--- src/rtl/reg_exec_pkg.sv ---
// -----------------------------------------------------------------------------
// reg_exec_pkg
// Shared definitions for the register execute unit: opcode type and encodings,
// the sequencing FSM state type and a small opcode legality helper.
// No ports (package).
// -----------------------------------------------------------------------------
package reg_exec_pkg;

    typedef logic [3:0] opcode_t;

    localparam opcode_t OP_ADD  = 4'd0;
    localparam opcode_t OP_ADDI = 4'd1;
    localparam opcode_t OP_SUBI = 4'd2;
    localparam opcode_t OP_SUB  = 4'd3;
    localparam opcode_t OP_AND  = 4'd4;
    localparam opcode_t OP_OR   = 4'd5;
    localparam opcode_t OP_XOR  = 4'd6;
    localparam opcode_t OP_SLT  = 4'd7;
    localparam opcode_t OP_MUL  = 4'd8;

    // state   | meaning
    // IDLE    | ready for a new instruction when the output slot is free
    // MUL     | iterative multiply in progress, upstream stalled
    typedef enum logic {
        ST_IDLE = 1'b0,
        ST_MUL  = 1'b1
    } state_t;

    function automatic logic op_is_legal(input opcode_t op);
        return (op <= OP_MUL);
    endfunction

endpackage

--- src/rtl/reg_exec_unit_if.sv ---
// -----------------------------------------------------------------------------
// reg_exec_unit_if
// Bundles the instruction-in handshake, result-out handshake and debug read
// port of reg_exec_unit.
//   master : instruction source / result sink / debug reader
//   slave  : the execute unit
// Parameters: DATA_W (datapath width), NREGS (register count, power of two).
// -----------------------------------------------------------------------------
interface reg_exec_unit_if #(
    parameter int DATA_W = 16,
    parameter int NREGS  = 8
);
    import reg_exec_pkg::*;

    localparam int REG_AW = $clog2(NREGS);

    logic              in_valid;
    logic              in_ready;
    opcode_t           opcode;
    logic [REG_AW-1:0] rd;
    logic [REG_AW-1:0] rs1;
    logic [REG_AW-1:0] rs2;
    logic [DATA_W-1:0] imm;

    logic              out_valid;
    logic              out_ready;
    logic [DATA_W-1:0] out_result;
    logic [REG_AW-1:0] out_rd;
    logic              out_zero;
    logic              out_carry;
    logic              out_ovf;
    logic              out_err;

    logic [REG_AW-1:0] dbg_addr;
    logic [DATA_W-1:0] dbg_data;

    modport master (
        output in_valid, opcode, rd, rs1, rs2, imm, out_ready, dbg_addr,
        input  in_ready, out_valid, out_result, out_rd, out_zero, out_carry,
               out_ovf, out_err, dbg_data
    );

    modport slave (
        input  in_valid, opcode, rd, rs1, rs2, imm, out_ready, dbg_addr,
        output in_ready, out_valid, out_result, out_rd, out_zero, out_carry,
               out_ovf, out_err, dbg_data
    );

endinterface

--- src/rtl/reg_exec_unit_seq_mul.sv ---
// -----------------------------------------------------------------------------
// seq_mul
// Iterative shift-add multiplier producing the low DATA_W bits of an unsigned
// product, one partial product per cycle.
// Ports:
//   clk, rst   : clock, synchronous active-high reset
//   start_i    : load operands and begin (ignored while rst)
//   a_i, b_i   : multiplicand, multiplier
//   finish_i   : owner consumes product_o this cycle; required to retire
//   last_o     : final step is pending; product_o is valid in this cycle
//   product_o  : accumulator including the current step
// -----------------------------------------------------------------------------
module seq_mul #(
    parameter int DATA_W = 16
) (
    input  logic              clk,
    input  logic              rst,
    input  logic              start_i,
    input  logic [DATA_W-1:0] a_i,
    input  logic [DATA_W-1:0] b_i,
    input  logic              finish_i,
    output logic              last_o,
    output logic [DATA_W-1:0] product_o
);

    localparam int CNT_W = $clog2(DATA_W);
    localparam logic [CNT_W-1:0] CNT_LAST = CNT_W'(DATA_W - 1);

    logic              active_q;
    logic [CNT_W-1:0]  cnt_q;
    logic [DATA_W-1:0] acc_q;
    logic [DATA_W-1:0] mcand_q;
    logic [DATA_W-1:0] mplier_q;
    logic [DATA_W-1:0] step_sum;

    assign step_sum  = acc_q + (mplier_q[0] ? mcand_q : '0);
    assign last_o    = active_q && (cnt_q == CNT_LAST);
    // The last step is folded into the product combinationally, so the
    // accumulator simply holds while the owner waits for its output slot.
    assign product_o = step_sum;

    always_ff @(posedge clk) begin
        if (rst) begin
            active_q <= 1'b0;
            cnt_q    <= '0;
            acc_q    <= '0;
            mcand_q  <= '0;
            mplier_q <= '0;
        end else if (start_i) begin
            active_q <= 1'b1;
            cnt_q    <= '0;
            acc_q    <= '0;
            mcand_q  <= a_i;
            mplier_q <= b_i;
        end else if (active_q) begin
            if (cnt_q != CNT_LAST) begin
                acc_q    <= step_sum;
                mcand_q  <= mcand_q << 1;
                mplier_q <= mplier_q >> 1;
                cnt_q    <= cnt_q + 1'b1;
            end else if (finish_i) begin
                active_q <= 1'b0;
                acc_q    <= step_sum;
                cnt_q    <= '0;
            end
        end
    end

endmodule

--- src/rtl/reg_exec_unit.sv ---
// -----------------------------------------------------------------------------
// reg_exec_unit
// Register file plus execute stage: one register-register or
// register-immediate instruction per in handshake, result presented in a
// single-entry output slot with valid/ready flow control. MUL runs on the
// iterative seq_mul and stalls upstream until it retires.
// Ports:
//   clk  : system clock
//   rst  : synchronous active-high reset
//   bus  : reg_exec_unit_if.slave (instruction in, result out, debug read)
// -----------------------------------------------------------------------------
module reg_exec_unit
    import reg_exec_pkg::*;
#(
    parameter int DATA_W = 16,
    parameter int NREGS  = 8
) (
    input  logic            clk,
    input  logic            rst,
    reg_exec_unit_if.slave  bus
);

    localparam int REG_AW = $clog2(NREGS);
    localparam int MSB    = DATA_W - 1;

    logic [DATA_W-1:0] regs_q [NREGS];
    state_t            state_q, state_d;

    logic              out_valid_q;
    logic [DATA_W-1:0] out_result_q;
    logic [REG_AW-1:0] out_rd_q;
    logic              out_zero_q, out_carry_q, out_ovf_q, out_err_q;
    logic [REG_AW-1:0] mul_rd_q;

    logic              slot_free, in_ready, accept;
    logic              mul_start, mul_finish, mul_last, single_load;
    logic [DATA_W-1:0] mul_product;
    logic [DATA_W-1:0] opa, opb_reg, opb;
    logic [DATA_W:0]   sum_ext;
    logic [DATA_W-1:0] alu_res;
    logic              alu_carry, alu_ovf, alu_err;

    assign slot_free   = !out_valid_q || bus.out_ready;
    assign in_ready    = (state_q == ST_IDLE) && slot_free;
    assign accept      = bus.in_valid && in_ready;
    assign mul_start   = accept && (bus.opcode == OP_MUL);
    assign single_load = accept && (bus.opcode != OP_MUL);
    assign mul_finish  = (state_q == ST_MUL) && mul_last && slot_free;

    // Operands are read from the current register state, so rd==rs1/rs2
    // sees the value from before this instruction's write.
    assign opa     = regs_q[bus.rs1];
    assign opb_reg = regs_q[bus.rs2];

    always_comb begin
        alu_res   = '0;
        alu_carry = 1'b0;
        alu_ovf   = 1'b0;
        alu_err   = 1'b0;
        opb       = opb_reg;
        sum_ext   = '0;
        case (bus.opcode)
            OP_ADD, OP_ADDI: begin
                if (bus.opcode == OP_ADDI) opb = bus.imm;
                sum_ext   = {1'b0, opa} + {1'b0, opb};
                alu_res   = sum_ext[DATA_W-1:0];
                alu_carry = sum_ext[DATA_W];
                alu_ovf   = (opa[MSB] == opb[MSB]) && (alu_res[MSB] != opa[MSB]);
            end
            OP_SUB, OP_SUBI: begin
                if (bus.opcode == OP_SUBI) opb = bus.imm;
                sum_ext   = {1'b0, opa} - {1'b0, opb};
                alu_res   = sum_ext[DATA_W-1:0];
                alu_carry = sum_ext[DATA_W];
                alu_ovf   = (opa[MSB] != opb[MSB]) && (alu_res[MSB] != opa[MSB]);
            end
            OP_AND: alu_res = opa & opb_reg;
            OP_OR:  alu_res = opa | opb_reg;
            OP_XOR: alu_res = opa ^ opb_reg;
            OP_SLT: alu_res = {{(DATA_W-1){1'b0}}, ($signed(opa) < $signed(opb_reg))};
            OP_MUL: alu_res = '0;
            default: alu_err = 1'b1;
        endcase
    end

    seq_mul #(.DATA_W(DATA_W)) u_mul (
        .clk       (clk),
        .rst       (rst),
        .start_i   (mul_start),
        .a_i       (opa),
        .b_i       (opb_reg),
        .finish_i  (mul_finish),
        .last_o    (mul_last),
        .product_o (mul_product)
    );

    always_comb begin
        state_d = state_q;
        case (state_q)
            ST_IDLE: if (mul_start)  state_d = ST_MUL;
            ST_MUL:  if (mul_finish) state_d = ST_IDLE;
            default: state_d = ST_IDLE;
        endcase
    end

    always_ff @(posedge clk) begin
        if (rst) begin
            state_q      <= ST_IDLE;
            out_valid_q  <= 1'b0;
            out_result_q <= '0;
            out_rd_q     <= '0;
            out_zero_q   <= 1'b0;
            out_carry_q  <= 1'b0;
            out_ovf_q    <= 1'b0;
            out_err_q    <= 1'b0;
            mul_rd_q     <= '0;
            for (int i = 0; i < NREGS; i++) regs_q[i] <= '0;
        end else begin
            state_q <= state_d;
            if (mul_start) mul_rd_q <= bus.rd;

            if (single_load && !alu_err) regs_q[bus.rd] <= alu_res;
            else if (mul_finish)         regs_q[mul_rd_q] <= mul_product;

            if (single_load) begin
                out_valid_q  <= 1'b1;
                out_result_q <= alu_res;
                out_rd_q     <= bus.rd;
                out_zero_q   <= (alu_res == '0) && !alu_err;
                out_carry_q  <= alu_carry;
                out_ovf_q    <= alu_ovf;
                out_err_q    <= alu_err;
            end else if (mul_finish) begin
                out_valid_q  <= 1'b1;
                out_result_q <= mul_product;
                out_rd_q     <= mul_rd_q;
                out_zero_q   <= (mul_product == '0);
                out_carry_q  <= 1'b0;
                out_ovf_q    <= 1'b0;
                out_err_q    <= 1'b0;
            end else if (bus.out_ready) begin
                out_valid_q  <= 1'b0;
            end
        end
    end

    assign bus.in_ready   = in_ready;
    assign bus.out_valid  = out_valid_q;
    assign bus.out_result = out_result_q;
    assign bus.out_rd     = out_rd_q;
    assign bus.out_zero   = out_zero_q;
    assign bus.out_carry  = out_carry_q;
    assign bus.out_ovf    = out_ovf_q;
    assign bus.out_err    = out_err_q;
    assign bus.dbg_data   = regs_q[bus.dbg_addr];

endmodule

--- src/flat_wrapper.sv ---
// flat-port wrapper written by rule: the top's interface ports become plain ports
module reg_exec_unit_flat import reg_exec_pkg::*;
#(
    parameter int DATA_W = 16,
    parameter int NREGS  = 8
)
  (clk, rst, bus_in_valid, bus_opcode, bus_rd, bus_rs1, bus_rs2, bus_imm, bus_out_ready, bus_dbg_addr, bus_in_ready, bus_out_valid, bus_out_result, bus_out_rd, bus_out_zero, bus_out_carry, bus_out_ovf, bus_out_err, bus_dbg_data);
  reg_exec_unit_if #(.DATA_W(DATA_W), .NREGS(NREGS)) bus_i ();
  input  logic clk;
  input  logic rst;
  input wire logic [$bits(bus_i.in_valid)-1:0] bus_in_valid;
  input wire logic [$bits(bus_i.opcode)-1:0] bus_opcode;
  input wire logic [$bits(bus_i.rd)-1:0] bus_rd;
  input wire logic [$bits(bus_i.rs1)-1:0] bus_rs1;
  input wire logic [$bits(bus_i.rs2)-1:0] bus_rs2;
  input wire logic [$bits(bus_i.imm)-1:0] bus_imm;
  input wire logic [$bits(bus_i.out_ready)-1:0] bus_out_ready;
  input wire logic [$bits(bus_i.dbg_addr)-1:0] bus_dbg_addr;
  output wire logic [$bits(bus_i.in_ready)-1:0] bus_in_ready;
  output wire logic [$bits(bus_i.out_valid)-1:0] bus_out_valid;
  output wire logic [$bits(bus_i.out_result)-1:0] bus_out_result;
  output wire logic [$bits(bus_i.out_rd)-1:0] bus_out_rd;
  output wire logic [$bits(bus_i.out_zero)-1:0] bus_out_zero;
  output wire logic [$bits(bus_i.out_carry)-1:0] bus_out_carry;
  output wire logic [$bits(bus_i.out_ovf)-1:0] bus_out_ovf;
  output wire logic [$bits(bus_i.out_err)-1:0] bus_out_err;
  output wire logic [$bits(bus_i.dbg_data)-1:0] bus_dbg_data;
  assign bus_i.in_valid = bus_in_valid;
  assign bus_i.opcode = bus_opcode;
  assign bus_i.rd = bus_rd;
  assign bus_i.rs1 = bus_rs1;
  assign bus_i.rs2 = bus_rs2;
  assign bus_i.imm = bus_imm;
  assign bus_i.out_ready = bus_out_ready;
  assign bus_i.dbg_addr = bus_dbg_addr;
  assign bus_in_ready = bus_i.in_ready;
  assign bus_out_valid = bus_i.out_valid;
  assign bus_out_result = bus_i.out_result;
  assign bus_out_rd = bus_i.out_rd;
  assign bus_out_zero = bus_i.out_zero;
  assign bus_out_carry = bus_i.out_carry;
  assign bus_out_ovf = bus_i.out_ovf;
  assign bus_out_err = bus_i.out_err;
  assign bus_dbg_data = bus_i.dbg_data;
  reg_exec_unit #(.DATA_W(DATA_W), .NREGS(NREGS)) u_core (.clk(clk), .rst(rst), .bus(bus_i));
endmodule
--- config.mk ---
export PLATFORM = sky130hd
export DESIGN_NAME = reg_exec_unit_flat
export DESIGN_NICKNAME = d
export VERILOG_FILES = /design/src/rtl/reg_exec_pkg.sv /design/src/rtl/reg_exec_unit_if.sv /design/src/rtl/reg_exec_unit_seq_mul.sv /design/src/rtl/reg_exec_unit.sv /design/src/flat_wrapper.sv
export SDC_FILE = /design/constraint.sdc
export NUM_CORES = 1
export LEC_CHECK = 0
export BUFFER_PORTS_ARGS = -buffer_cell sky130_fd_sc_hd__buf_4
export CORE_AREA = 4 4 145 202
export CTS_CLUSTER_DIAMETER = 200
export DETAILED_ROUTE_END_ITERATION = 6
export DIE_AREA = 0 0 149 206
export PLACE_DENSITY = 0.73
export SLEW_MARGIN = 20
export SYNTH_ARGS = -nofsm -noshare
export SYNTH_HDL_FRONTEND = slang
export SYNTH_SLANG_ARGS = --single-unit
--- constraint.sdc ---
create_clock -name clk -period 5.2 [get_ports clk]
set_clock_uncertainty 0.05 [all_clocks]
set_input_delay 0.26 -clock clk [delete_from_list [all_inputs] [get_ports clk]]
set_output_delay 0.26 -clock clk [all_outputs]
set_load 0.02 [all_outputs]
# Yosys cells after proc, flatten, opt, wreduce, memory -nomap -nowiden
# Memory sizes are Yosys's and may differ from the RTL's.
# Cells that the tools add are included.
# Widths: inputs -> output; s select.
totals:
  register_bits: 81
  ram_bits: 128
  in_bits: 36
  out_inout_bits: 41
  elab_cells: 120
  memories: 1
mem_list:
  columns: ["memory", "depth", "word_bits", "read_ports", "rd_ports_with_merged_regs", "write_ports", "line_no", "rtl"]
  rows:
  - ["u_core.regs_q", 8, 16, 3, 0, 8, "reg_exec_unit.sv:26", "logic [DATA_W-1:0] regs_q [NREGS];"]
classes:
  add_sub_neg: 4
  magnitude_cmp: 1
  eq_ne: 15
  n_mux: 52
  bitwise: 4
  reduce_logical: 29
op_table:
  columns: ["op", "count"]
  rows:
  - ["$mux 16", 16]
  - ["$pmux 16 s6", 1]
  - ["$logic_not 16->1", 2]
  - ["$reduce_or 16->1", 2]
  - ["$mux 1", 26]
  - ["$add 16x16->17", 1]
  - ["$sub 16x16->17", 1]
  - ["$add 16x16->16", 1]
  - ["$and 16x16->16", 1]
  - ["$eq 4x3->1 const B", 4]
  - ["$lt 16x16->1", 1]
  - ["$or 16x16->16", 1]
  - ["$xor 16x16->16", 1]
  - ["$mux 3", 4]
  - ["$logic_and 1x1->1", 11]
  - ["$reduce_or 9->1", 1]
  - ["$eq 4x2->1 const B", 2]
  - ["$eq 4x4->1 const B", 2]
  - ["$mux 4", 2]
  - ["$ne 4x4->1 const B", 2]
  - ["$reduce_bool 2->1", 4]
  - ["$pmux 1 s2", 3]
  - ["$reduce_or 2->1", 3]
  - ["$add 4x1->4 const B", 1]
  - ["other kinds (9)", 12]

# Logic depth before layout (Yosys ltp)
depth:
  word_depth: 12
  depth_mapped: 19
  ltp_nobuf: 18

# Modules after synthesis
# A second synthesis with hierarchy kept.
hier_totals:
  cells_unflattened: 1533
  area_unflattened_um2: 15354.7
modules_own_cells:
  columns: ["mod", "instances", "cells_each", "area_per_inst_um2", "seq_area_each_um2"]
  rows:
  - ["reg_exec_unit", 1, 1139, 12040.3, 4404.2]
  - ["seq_mul", 1, 394, 3314.4, 1061.0]

# Worst setup path after synthesis
# OpenSTA, ideal clock, no wires.
synth_timing:
  path_type: "input to register"
  start: "in bus_rs1[0]"
  end: "mem u_core.regs_q[0][14] (data pin)"
  setup_time_ns: 0.272
  arrival_time_ns: 4.517
  t_required_ns: 4.878
  path_slack_ns: 0.361
  stages: 18
  n_path_buf: 2
  path_cell_list: "clkbuf_1 > buf_1 > mux4_2 > mux2_2 > inv_1 > ha_1 > inv_1 > fa_1 > a211oi_2 > o21ai_1 > a41oi_1 > o21ai_1 > a21o_1 > and3b_1 > o31ai_1 > nand2_1 > mux2i_1 > nor2_1"
synth_lines:
  columns: ["item", "line_no", "rtl"]
  rows:
  - ["from (decl)", "flat_wrapper.sv:14", "input wire logic [$bits(bus_i.rs1)-1:0] bus_rs1;"]
  - ["to (decl)", "reg_exec_unit.sv:26", null]

==> results.yml <==
sta:
  grt_setup_unrepaired: "false"
  slew_viol_final: 0
  max_freq_ghz: 0.211
  min_period_ns: 4.74
  timing.setup.tns_ns: 0
  fin_crit_sh_pct: 91.1
  hold_slack_ns: 0.0431
  slew_headroom_pct: 19.4
  setup_viol: 0
  finalHoldViolations: 0
  worstMarginPinSlew_ns: 1.19
cells_and_area:
  drive_above_1_share_pct: 20.7
  fillerInstances: 2290
  final_area_sq_um: 16800
  area_delta_synth_final_pct: 12.7
  final_net_count: 1680
  stdcell_count: 1931
  final_common_cell: "nor2_1"
  antenna_cells: 0
  final_cell_mix: "nor2_1, buf_4, edfxtp_1, nand2_1"
cts:
  cts_tree: "done"
  htree_levels: 1
  clockRootBuffer: "clkbuf_16"
  cts_buffers: 22
  clk_latency_ns: 0.53
  clk_pin_slew_worst_paths_ns: 0.06
  ctsResizeCount: 0
  cts_hold_buf: 3
  cts.path.max_buffers: 3
  cts.sinks: 209
  postCtsSetupBuffers: 0
pwr:
  p_seq_share_pct: 39.5
  p_comb_share_pct: 27.1
  leakagePower_nw: 6.65
  power.switching_mw: 1.49
  power_density_nw_per_um2: 282
  ir_drop_mv: 0.304
  cellInternalPower_mw: 3.24
  p_total_mw: 4.72
  netSwitchingFraction_pct: 31.5
  pwr-share-clk_pct: 33.4
logic_synthesis:
  muxShareOfSynthArea_pct: 21.0
  synth_edf_count: 128
  yosysWarnings: 0
  synth_top_family_by_area: "multiplexers"
  async_reset_ff_share_pct: 0
  synth_fa_ha_area_share_pct: 8.47
  synth-xor-area-share_pct: 2.42
  ys_ff_latch: 209
  syn_inst: 1474
  synth_fp_nets: 1609
  ys.flop_type: "edfxtp_1"
  ys_seq_area_share_pct: 36.7
  synth_compound_area_share_pct: 12.6
  synth-simple-area-share_pct: 15.2
  synth_cell_types: 66
  syn_area_per_cell_sq_um: 10.1
  syn_area_sq_um: 14900
outcome:
  status: "complete, no violations"
place:
  hpwl_microns: 34100
  dp.cells: 1888
  gp_congestion: 0.956
  placed_cell_area_sq_um: 16000
  io_buffers: 76
setup_path:
  r2r_slack_ns: 0.46
  crit_type: "flip-flop to flip-flop"
  r2r_cells: 17
  worst_ep_arrival_time_ns: 4.93
  startpoint: "u_core.regs_q[3][0]"
  cp-start-kind: "flip-flop"
  cp-end-kind: "flip-flop"
  crit_required_ns: 5.39
  critPathMaxFanout: 8
  reg2reg_from: "u_core.regs_q[3][0]"
flow_run:
  maxCapViolations: 0
floorplanning:
  dieHeight_microns: 206
  fp.dieArea_sq_um: 30700
  initial_core_util_pct: 54.0
  num_rows: 72
  io_pins: 77
  fp.dieW_microns: 149
  core_area_sq_um: 27600
drt:
  dr_total_vias: 12540
  drc: 0
  drt_iter0_drc: 1297
  postRouteAntennaNets: 0
  vias_per_cell: 6.49
  wirelength_microns: 47000
  firstDrtPassIters: 6
  post_drt_wl_per_cell_microns: 24.3
global_route:
  grt_pass1_wl_microns: 71300
  grt_max_degree: 77
  grt_remaining_overflow: 0
  antenna_found_initial: 0
  grt_usage_pct: 30.4
  grt_pass1_vias: 12440
hold_path:
  min_path_type: "input port to flip-flop"
  holdPathStages: 3
  min-delay-start: "bus_out_ready"
==> Yosys cell counts, types with 14 or more instances <==
cell type | count | area share, %
nand2_1 | 127 | 3.2
edfxtp_1 | 128 | 26
buf_1 | 15 | 0.38
and2_1 | 19 | 0.80
inv_1 | 55 | 1.4
a21o_1 | 14 | 0.71
nand2b_1 | 23 | 0.97
clkbuf_1 | 70 | 1.8
nand3_1 | 26 | 0.87
o21ai_0 | 47 | 1.6
a22oi_1 | 17 | 0.86
xor2_1 | 14 | 0.82
a311oi_1 | 17 | 1.0
nor3_1 | 18 | 0.61
ha_1 | 96 | 8.1
mux2_2 | 47 | 3.6
mux4_2 | 96 | 15
xnor2_1 | 24 | 1.4
nor2_1 | 241 | 6.1
a21oi_1 | 91 | 3.1
mux2i_1 | 43 | 2.9
dfxtp_1 | 81 | 11
a211oi_1 | 29 | 1.5
==> flip-flops by register name, indices dropped and copies added (netlist names) <==
register,count
u_core.regs_q,128
u_core.bus.out_result,16
u_core.u_mul.acc_q,16
u_core.u_mul.mcand_q,16
u_core.u_mul.mplier_q,16
u_core.u_mul.cnt_q,4
u_core.bus.out_rd,3
u_core.mul_rd_q,3
u_core.bus.out_carry,1
u_core.bus.out_err,1
u_core.bus.out_ovf,1
u_core.bus.out_valid,1
u_core.bus.out_zero,1
u_core.state_q,1
u_core.u_mul.active_q,1
==> metrics by stage <==
stage	util [%]	setup WS, ns
floorplan	-	0.361
global placement	58.2	0.488
detailed placement	58.2	0.411
CTS	60.8	0.546
global route	60.8	0.255
finish	60.8	0.463
==> kinds of logic after synthesis <==
logic type,count (synthesis)
AND/OR/NAND/NOR,508
AO/OA/AOI/OAI,290
flip-flops,209
adder cells (fa/ha/maj),99
multiplexers,186
buffers and inverters,143
XOR/XNOR,39
==> power groups by stage <==
stage	clock (mW)	sequential, mW	combinational [mW]
finish	1.58	1.86	1.28
global route	1.66	1.87	1.38
detailed placement	0	1.90	1.25
CTS	1.59	1.86	1.26
global placement	0	1.89	1.23
floorplan	0	1.89	0.825
==> final timing paths <==
check / end
max: u_core.regs_q[6][14]
min: u_core.bus.out_valid
max reg2reg: u_core.regs_q[6][14]
min reg2reg: u_core.bus.out_result[10]
==> critical path, stage by stage (launching register included) <==
cell and delay [ns]:
edfxtp_1 0.42, mux4_2 0.50, mux2_2 0.34, inv_1 0.12, ha_1 0.22, inv_1 0.08, fa_1 0.48, a211oi_2 0.26
o21ai_1 0.13, a41oi_1 0.38, o21ai_1 0.19, a21o_1 0.24, and3b_1 0.18, o31ai_1 0.24, nand2_1 0.15, mux2i_1 0.23
buf_4 0.21, nor2_1 0.05
==> layout make-up <==
class | instances | area, sq um | area share (%)
inverters | 55 | 206 | 1.23
well taps | 370 | 463 | 2.76
flip-flops and latches | 209 | 5470 | 32.6
clock buffers | 24 | 579 | 3.45
multi-input cells | 1122 | 8880 | 53.0
clock inverters | 16 | 126 | 0.754
repair buffers | 135 | 1050 | 6.24
==> routing by layer <==
layer | vias to the layer above | share of wire [%] | global-route usage [%]
met2 | 673 | 51 | 54.6
li1 | 5620 | - | -
met3 | 160 | 7.7 | 4.04
met4 | 0 | 6.6 | 17.3
met5 | - | 0 | 0
met1 | 6087 | 34 | 34.4
No activity file was read; power rests on OpenSTA's default activity.
